$ cat src/rtl/cle_sram_arbiter.sv
// cle_sram_arbiter: shares the single-port label SRAM between the CLE
// labeling engine (port 0) and the relabel/readout engine (port 1).
// Grants are combinational with a burst-limited round-robin policy, and
// 1-cycle-latency read data is steered back to the port that issued it.
module cle_sram_arbiter #(
  parameter int AW        = 10,
  parameter int DW        = 8,
  parameter int MAX_BURST = 4
) (
  input  logic          clk,
  input  logic          reset,
  input  logic          r0_req,
  input  logic          r0_we,
  input  logic [AW-1:0] r0_addr,
  input  logic [DW-1:0] r0_wdata,
  output logic          r0_gnt,
  output logic          r0_rvalid,
  output logic [DW-1:0] r0_rdata,
  input  logic          r1_req,
  input  logic          r1_we,
  input  logic [AW-1:0] r1_addr,
  input  logic [DW-1:0] r1_wdata,
  output logic          r1_gnt,
  output logic          r1_rvalid,
  output logic [DW-1:0] r1_rdata,
  output logic [AW-1:0] sram_a,
  output logic [DW-1:0] sram_d,
  output logic          sram_wen,
  input  logic [DW-1:0] sram_q
);

  localparam int CW = $clog2(MAX_BURST + 1);
  localparam logic [CW-1:0] CNT_MAX = CW'(MAX_BURST);

  logic          owner_q, owner_d;
  logic [CW-1:0] cnt_q, cnt_d;
  logic          r0_rvalid_q, r0_rvalid_d;
  logic          r1_rvalid_q, r1_rvalid_d;
  logic          gnt0, gnt1;

  // Grant decision; forced low while in reset so gnt drops immediately.
  always_comb begin
    gnt0 = 1'b0;
    gnt1 = 1'b0;
    if (reset) begin
      if (r0_req && r1_req) begin
        if (cnt_q < CNT_MAX) begin
          gnt0 = ~owner_q;
          gnt1 = owner_q;
        end else begin
          gnt0 = owner_q;
          gnt1 = ~owner_q;
        end
      end else begin
        gnt0 = r0_req;
        gnt1 = r1_req;
      end
    end
  end

  // Owner/burst bookkeeping: saturating count, reset to zero by an idle cycle.
  always_comb begin
    owner_d = owner_q;
    cnt_d   = cnt_q;
    if (gnt0 || gnt1) begin
      if (gnt1 == owner_q) begin
        cnt_d = (cnt_q == CNT_MAX) ? CNT_MAX : cnt_q + CW'(1);
      end else begin
        owner_d = gnt1;
        cnt_d   = CW'(1);
      end
    end else begin
      cnt_d = '0;
    end
  end

  // Read-valid tags follow the granted read by exactly one cycle.
  always_comb begin
    r0_rvalid_d = gnt0 & ~r0_we;
    r1_rvalid_d = gnt1 & ~r1_we;
  end

  // SRAM drive mux; parks the bus at zero with writes disabled when idle.
  always_comb begin
    sram_wen = 1'b1;
    sram_a   = '0;
    sram_d   = '0;
    if (gnt0) begin
      sram_wen = ~r0_we;
      sram_a   = r0_addr;
      sram_d   = r0_wdata;
    end else if (gnt1) begin
      sram_wen = ~r1_we;
      sram_a   = r1_addr;
      sram_d   = r1_wdata;
    end
  end

  // State registers with asynchronous active-low reset.
  always_ff @(posedge clk or negedge reset) begin
    if (!reset) begin
      owner_q     <= 1'b0;
      cnt_q       <= '0;
      r0_rvalid_q <= 1'b0;
      r1_rvalid_q <= 1'b0;
    end else begin
      owner_q     <= owner_d;
      cnt_q       <= cnt_d;
      r0_rvalid_q <= r0_rvalid_d;
      r1_rvalid_q <= r1_rvalid_d;
    end
  end

  assign r0_gnt    = gnt0;
  assign r1_gnt    = gnt1;
  assign r0_rvalid = r0_rvalid_q;
  assign r1_rvalid = r1_rvalid_q;
  assign r0_rdata  = sram_q;
  assign r1_rdata  = sram_q;

endmodule

$ cat config.mk
export PLATFORM = sky130hd
export DESIGN_NAME = cle_sram_arbiter
export DESIGN_NICKNAME = d
export VERILOG_FILES = /design/src/rtl/cle_sram_arbiter.sv
export SDC_FILE = /design/constraint.sdc
export NUM_CORES = 1
export LEC_CHECK = 0
export CAP_MARGIN = 0
export CORE_MARGIN = 1.5
export CORE_UTILIZATION = 27
export CTS_BUF_LIST = sky130_fd_sc_hd__clkbuf_16
export CTS_CLUSTER_DIAMETER = 200
export DETAILED_ROUTE_END_ITERATION = 6
export GPL_TIMING_DRIVEN = 0
export PLACE_DENSITY = 0.82
export REMOVE_ABC_BUFFERS = 1
export SKIP_CTS_REPAIR_TIMING = 1
export SYNTH_ARGS = -nofsm -noshare
export SYNTH_HDL_FRONTEND = slang
export SYNTH_SLANG_ARGS = --single-unit
$ cat constraint.sdc
create_clock -name clk -period 4.7 [get_ports clk]
set_clock_uncertainty 0.15 [all_clocks]
set_input_delay 0.94 -clock clk [delete_from_list [all_inputs] [get_ports clk]]
set_output_delay 0.94 -clock clk [all_outputs]
set_load 0.005 [all_outputs]
==> results of run 1 <==
==> stage by stage <==
stage / utilization, % / setup WS, ns
finish: 51.8 / 0.260
global route: 51.8 / 0.0510
CTS: 51.8 / 0.230
detailed placement: 48.8 / 0.224
global placement: 48.8 / 0.327
floorplan: - / 1.86
==> cells by family after synthesis <==
logic type	Yosys count	share of synthesized area [%]
compound gates	30	36.9
buf+inv	25	27.0
simple gates	11	8.63
flops	6	21.6
fa+ha+maj	2	3.60
xor+xnor	1	2.34
==> synthesized netlist by cell type <==
library cell and instances:
o221a_2 1, a22oi_1 1, a211oi_1 1, inv_1 3, a21oi_1 2, nor2_1 1, nand2_1 2, a21oi_2 1
nand3_1 1, buf_6 3, nor2b_1 3, and3_1 1, and2_1 1, buf_4 19, o211a_4 1, nor3_1 1
o211a_1 1, ha_1 2, dfrtp_1 6, o21ai_0 2, nand3b_1 1, xor2_2 1, a2bb2oi_1 1, o21a_1 1
a22o_1 18
==> final cells by class <==
type	count	area (um2)	area share [%]
Multi-Input combinational cell	44	358	28.1
Timing Repair Buffer	64	641	50.3
Sequential cell	6	150	11.8
Inverter	3	11.3	0.885
Tap cell	30	37.5	2.95
Clock buffer	3	75.1	5.90
==> tightest hold or removal path: stages (launching register included) <==
cell and delay, ns:
dfrtp_1 0.37, inv_1 0.06, ha_1 0.11, and2_1 0.11
==> power breakdown <==
group	internal (uW)	switching [uW]
clock network	109	31.2
registers	54.9	3.44
logic	66.6	29.8
==> flip-flops by register name, indices dropped and copies added (netlist names) <==
| signal | flops |
|---|---|
| cnt_q | 3 |
| owner_q | 1 |
| r1_rvalid | 1 |
| r0_rvalid | 1 |
==> path summary, 6_finish.rpt <==
| kind | startpoint | end | slack (ns) | cells past startpoint |
|---|---|---|---|---|
| max | reset | sram_a[8] | 0.26 | 5 |
| max reg2reg | owner_q | r0_rvalid | 2.85 | 3 |
| max in group asynchronous | reset | cnt_q[1] | 3.18 | 1 |
| min | cnt_q[1] | cnt_q[1] | 0.53 | 3 |
| min reg2reg | cnt_q[1] | cnt_q[1] | 0.53 | 3 |
| min in group asynchronous | reset | owner_q | 0.89 | 1 |
==> metal layers <==
| layer | vias up | global-route usage, % |
|---|---|---|
| met1 | 353 | 12.5 |
| met4 | 0 | 7.69 |
| met2 | 61 | 25.8 |
| met5 | - | 0 |
| met3 | 3 | 7.22 |
| li1 | 353 | - |
==> qor.csv, run 1 <==
stage,metric,value,unit
detailed_routing,vias,770,
place,dp.cells,147,
critical_path,cp_max_fo,21,
floorplan,die_x,53.8,um
critical_path,cp_cell_sequence,clkdlybuf4s50_1 > nand2_1 > a21oi_2 > a22o_1 > clkdlybuf4s50_1,
clock_network,clock_path_buffers,2,
synth,mappedNetlistArea,696,um2
critical_path,cp_common_cell,clkdlybuf4s50_1,
floorplan,initial_core_util,28.3,%
synth,postSynthAreaPerCell,9.28,um2
critical_path,start_kind,primary input,
critical_path,critical_path_required,3.61,ns
power_and_ir_drop,total_power,295,uW
floorplan,core_area,2450,um2
clock_network,numCtsBuffers,3,
synth,synth_top_cell_by_area,a22o_1,
critical_path,crit_type,primary input to output port,
floorplan,die_area,2890,um2
timing,slew_violations,0,
critical_path,worst_setup_path_end_kind,output port,
critical_path,crit_slowest_cell,clkdlybuf4s50_1,
synth,synthTopCellsByArea,"a22o_1 23%, dfrtp_1 22%, buf_4 21%",
global_routing,grt_pass1_vias,717,
critical_path,cp_top_family,buffers and inverters,
timing,rsz0062_at_grt,false,
finish,final_cell_mix,"64 x clkdlybuf4s50_1, 18 x a22o_1, 6 x dfrtp_1",
detailed_routing,firstDrtPassIters,4,
finish,mostFrequentLayoutCell,clkdlybuf4s50_1,
place,io_buffers,64,
finish,nets,174,
synth,synthDistinctLibCells,25,
timing,hold_viol,0,
timing,setup_viol,0,
detailed_routing,routed_wl,2100,um
place,dpl_cell_area,1200,um2
synth,yosys_warnings,0,
global_routing,antenna_found_initial,0,
finish,final_area,1270,um2
place,gp_congestion,0.674,
synth,synthCells,75,
status,status,"complete, no violations",
clock_network,ctsRootBufferMaster,clkbuf_16,
floorplan,die_h,53.8,um
critical_path,cpPeakStageDelay,0.77,ns
timing,fin_setup_tns,0,ns
finish,syn_to_final_growth,82.9,%
power_and_ir_drop,vdd_ir_drop_max,0.000212,V
run,cap_violations,0,
synth,yosysTopAreaCellShare,22.7,%
finish,drive_gt1_share,5.83,%
synth,synth_seq_cells,6,
power_and_ir_drop,power_per_cell_area,232,nW/um2
floorplan,rows,18,
floorplan,io_pins,89,
timing,clock.fmax,225,MHz
place,hpwl,1640,um
detailed_routing,drtAntennaViolNets,0,
global_routing,grt_remaining_overflow,0,
clock_network,h-tree-depth,1,
detailed_routing,wl_per_cell,14.0,um
detailed_routing,drtIter0Drc,8,
timing,hold-worst-slack,0.528,ns
finish,fin_cells,150,
global_routing,grtUsageTotal,14.2,%
min_path,min_path_type,flop to flop,
power_and_ir_drop,leakagePower,0.000519,uW
synth,ys_seq_area_share,21.6,%
finish,fillerInstances,217,
clock_network,worstSkewPairLatency,0.23,ns
clock_network,cts_tree,built,
detailed_routing,drc,0,
detailed_routing,via_per_inst,5.13,
global_routing,grt_max_degree,22,
finish,antenna_cells,0,
detailed_routing,dr_wl_met2,1120,um
detailed_routing,highest_layer,met4,
timing,tightest_slew,0.902,ns
critical_path,worstPathArrival,3.35,ns
detailed_routing,m1WireLength,730,um
clock_network,cts.sinks,6,
timing,min_period_over_period,94.5,%
timing,min_period,4.44,ns
timing,slew_headroom,39.9,%
clock_network,clk_pin_slew_worst_paths,0.03,ns
detailed_routing,wl_met3,215,um
critical_path,cp.buffers_inverters,2,
global_routing,grt_pass1_wl,2990,um
(Power assumes the default switching activity.)
==> run 2: changes to the inputs <==
--- a/config.mk
+++ b/config.mk
@@ -8,13 +8,14 @@
 export CAP_MARGIN = 0
 export CORE_MARGIN = 1.5
 export CORE_UTILIZATION = 27
-export CTS_BUF_LIST = sky130_fd_sc_hd__clkbuf_16
+export CTS_BUF_LIST = sky130_fd_sc_hd__clkbuf_4 sky130_fd_sc_hd__clkbuf_8 sky130_fd_sc_hd__clkbuf_16
 export CTS_CLUSTER_DIAMETER = 200
 export DETAILED_ROUTE_END_ITERATION = 6
 export GPL_TIMING_DRIVEN = 0
 export PLACE_DENSITY = 0.82
 export REMOVE_ABC_BUFFERS = 1
 export SKIP_CTS_REPAIR_TIMING = 1
+export SKIP_LAST_GASP = 1
 export SYNTH_ARGS = -nofsm -noshare
 export SYNTH_HDL_FRONTEND = slang
 export SYNTH_SLANG_ARGS = --single-unit
==> qor.csv, run 2 (synthesis results as in run 1) <==
stage,metric,value,unit
critical_path,r2r_cells,3,
critical_path,worst_setup_path_end_kind,output port,
floorplan,die_x,53.8,um
finish,regArea,150,um2
timing,tightest_slew,0.908,ns
critical_path,start_kind,primary input,
place,io_buffers,64,
timing,rsz0062_at_grt,false,
finish,multi_input_area,358,um2
finish,top_register,cnt_q,
clock_network,clock_path_buffers,2,
global_routing,use_met1,11.8,%
finish,largest_reg_flops,3,
place,gp_congestion,0.674,
critical_path,crit_slowest_cell,clkdlybuf4s50_1,
timing,slew_violations,0,
floorplan,rows,18,
floorplan,core_area,2450,um2
finish,drive_gt1_share,5.83,%
critical_path,critical_path_required,3.61,ns
status,status,"complete, no violations",
detailed_routing,firstDrtPassIters,4,
detailed_routing,wl_per_cell,13.2,um
global_routing,grt_max_degree,22,
detailed_routing,drtAntennaViolNets,0,
critical_path,cpPeakStageDelay,0.76,ns
power_and_ir_drop,vdd_ir_drop_max,0.000110,V
clock_network,ctsRootBufferMaster,clkbuf_4,
detailed_routing,drc,0,
finish,mostFrequentLayoutCell,clkdlybuf4s50_1,
global_routing,grtUsageTotal,13.1,%
clock_network,clk_pin_slew_worst_paths,0.04,ns
finish,antenna_cells,0,
timing,setup_viol,0,
timing,min_period_over_period,94.3,%
clock_network,numCtsBuffers,3,
finish,fin_cells,150,
critical_path,cp_common_cell,clkdlybuf4s50_1,
critical_path,cp_max_fo,21,
global_routing,grt_pass1_wl,2820,um
floorplan,initial_core_util,28.3,%
clock_network,h-tree-depth,1,
finish,fillerInstances,222,
floorplan,die_area,2890,um2
global_routing,globalRouteMet3Util,6.39,%
critical_path,cp_cell_sequence,clkdlybuf4s50_1 > nand2_1 > a21oi_2 > a22o_1 > clkdlybuf4s50_1,
critical_path,r2r_end,r0_rvalid,
global_routing,grt_pass1_vias,692,
place,hpwl,1640,um
critical_path,cp-endpoint,sram_a[8],
timing,clock.fmax,226,MHz
clock_network,cts.sinks,6,
critical_path,worstSetupStartpoint,reset,
critical_path,r2r-start,owner_q,
run,cap_violations,0,
timing,fin_setup_tns,0,ns
power_and_ir_drop,power_per_cell_area,164,nW/um2
floorplan,die_h,53.8,um
finish,nets,174,
global_routing,antenna_found_initial,0,
detailed_routing,routed_wl,1990,um
global_routing,grt_remaining_overflow,0,
critical_path,r2r_slack,2.83,ns
finish,final_cell_mix,"64 x clkdlybuf4s50_1, 18 x a22o_1, 6 x dfrtp_1",
critical_path,crit_type,primary input to output port,
detailed_routing,vias,761,
power_and_ir_drop,leakagePower,0.000495,uW
clock_network,worstSkewPairLatency,0.24,ns
floorplan,io_pins,89,
place,dp.cells,147,
global_routing,grt_busiest_layer,met2,
clock_network,cts_tree,built,
timing,min_period,4.43,ns
detailed_routing,via_per_inst,5.07,
timing,slew_headroom,39.5,%
critical_path,worstPathArrival,3.34,ns
timing,hold_viol,0,
finish,syn_to_final_growth,75.4,%
global_routing,use_met2,24.2,%
min_path,min_path_type,flop to flop,
detailed_routing,drtIter0Drc,4,
[run 2: changes by cell type in the layout (fill, tap and decap cells not counted)]
cell	before	now
clkbuf_16	3	0
clkbuf_4	0	3
[run 2: how the worst min path moves through the flow]
stage               startpoint  endpoint  slack (ns)  cells past startpoint
global placement      cnt_q[1]  cnt_q[1]        0.50                      3
detailed placement    cnt_q[1]  cnt_q[1]        0.52                      3
floorplan             cnt_q[1]  cnt_q[2]        0.48                      2
CTS                   cnt_q[1]  cnt_q[1]        0.54                      3
global route          cnt_q[1]  cnt_q[2]        0.56                      2
finish                cnt_q[1]  cnt_q[1]        0.53                      3
[run 2: critical path, delay by kind of cell]
family / cells / cell delay (ns)
buffers and inverters: 2 / 1.28
AOI/OAI and AO/OA: 2 / 0.96
and+or+nand+nor: 1 / 0.16
[run 2: stage by stage]
| stage | util [%] | hold slack [ns] | cell area [um2] | setup slack [ns] | total power, uW |
|---|---|---|---|---|---|
| after floorplan | - | 0.483 | 519 | 1.86 | 87.4 |
| after global placement | 48.8 | 0.503 | 1200 | 0.327 | 153 |
| after detailed placement | 48.8 | 0.525 | 1200 | 0.224 | 156 |
| after CTS | 49.7 | 0.538 | 1220 | 0.218 | 204 |
| after global routing | 49.7 | 0.564 | 1220 | 0.0353 | 216 |
| final | 49.7 | 0.529 | 1220 | 0.267 | 201 |
[run 2: area by class of cell]
class / instances / area share [%]
tap: 30 / 3.08
multi-input combinational: 44 / 29.3
sequential: 6 / 12.3
timing repair buffer: 64 / 52.5
inverter: 3 / 0.923
clock buffer: 3 / 1.85
[run 2: where the power goes]
| part | leakage [uW] | internal (uW) | switching [uW] |
|---|---|---|---|
| registers | 0.0000804 | 54.7 | 3.42 |
| clock network | 0.0000138 | 28.8 | 17.5 |
| logic | 0.000401 | 66.6 | 29.6 |
[run 2: metal layers]
layer	share of wire, %	vias up
met5	0	-
met3	11	0
met4	0	0
met2	54	56
li1	-	354
met1	35	351
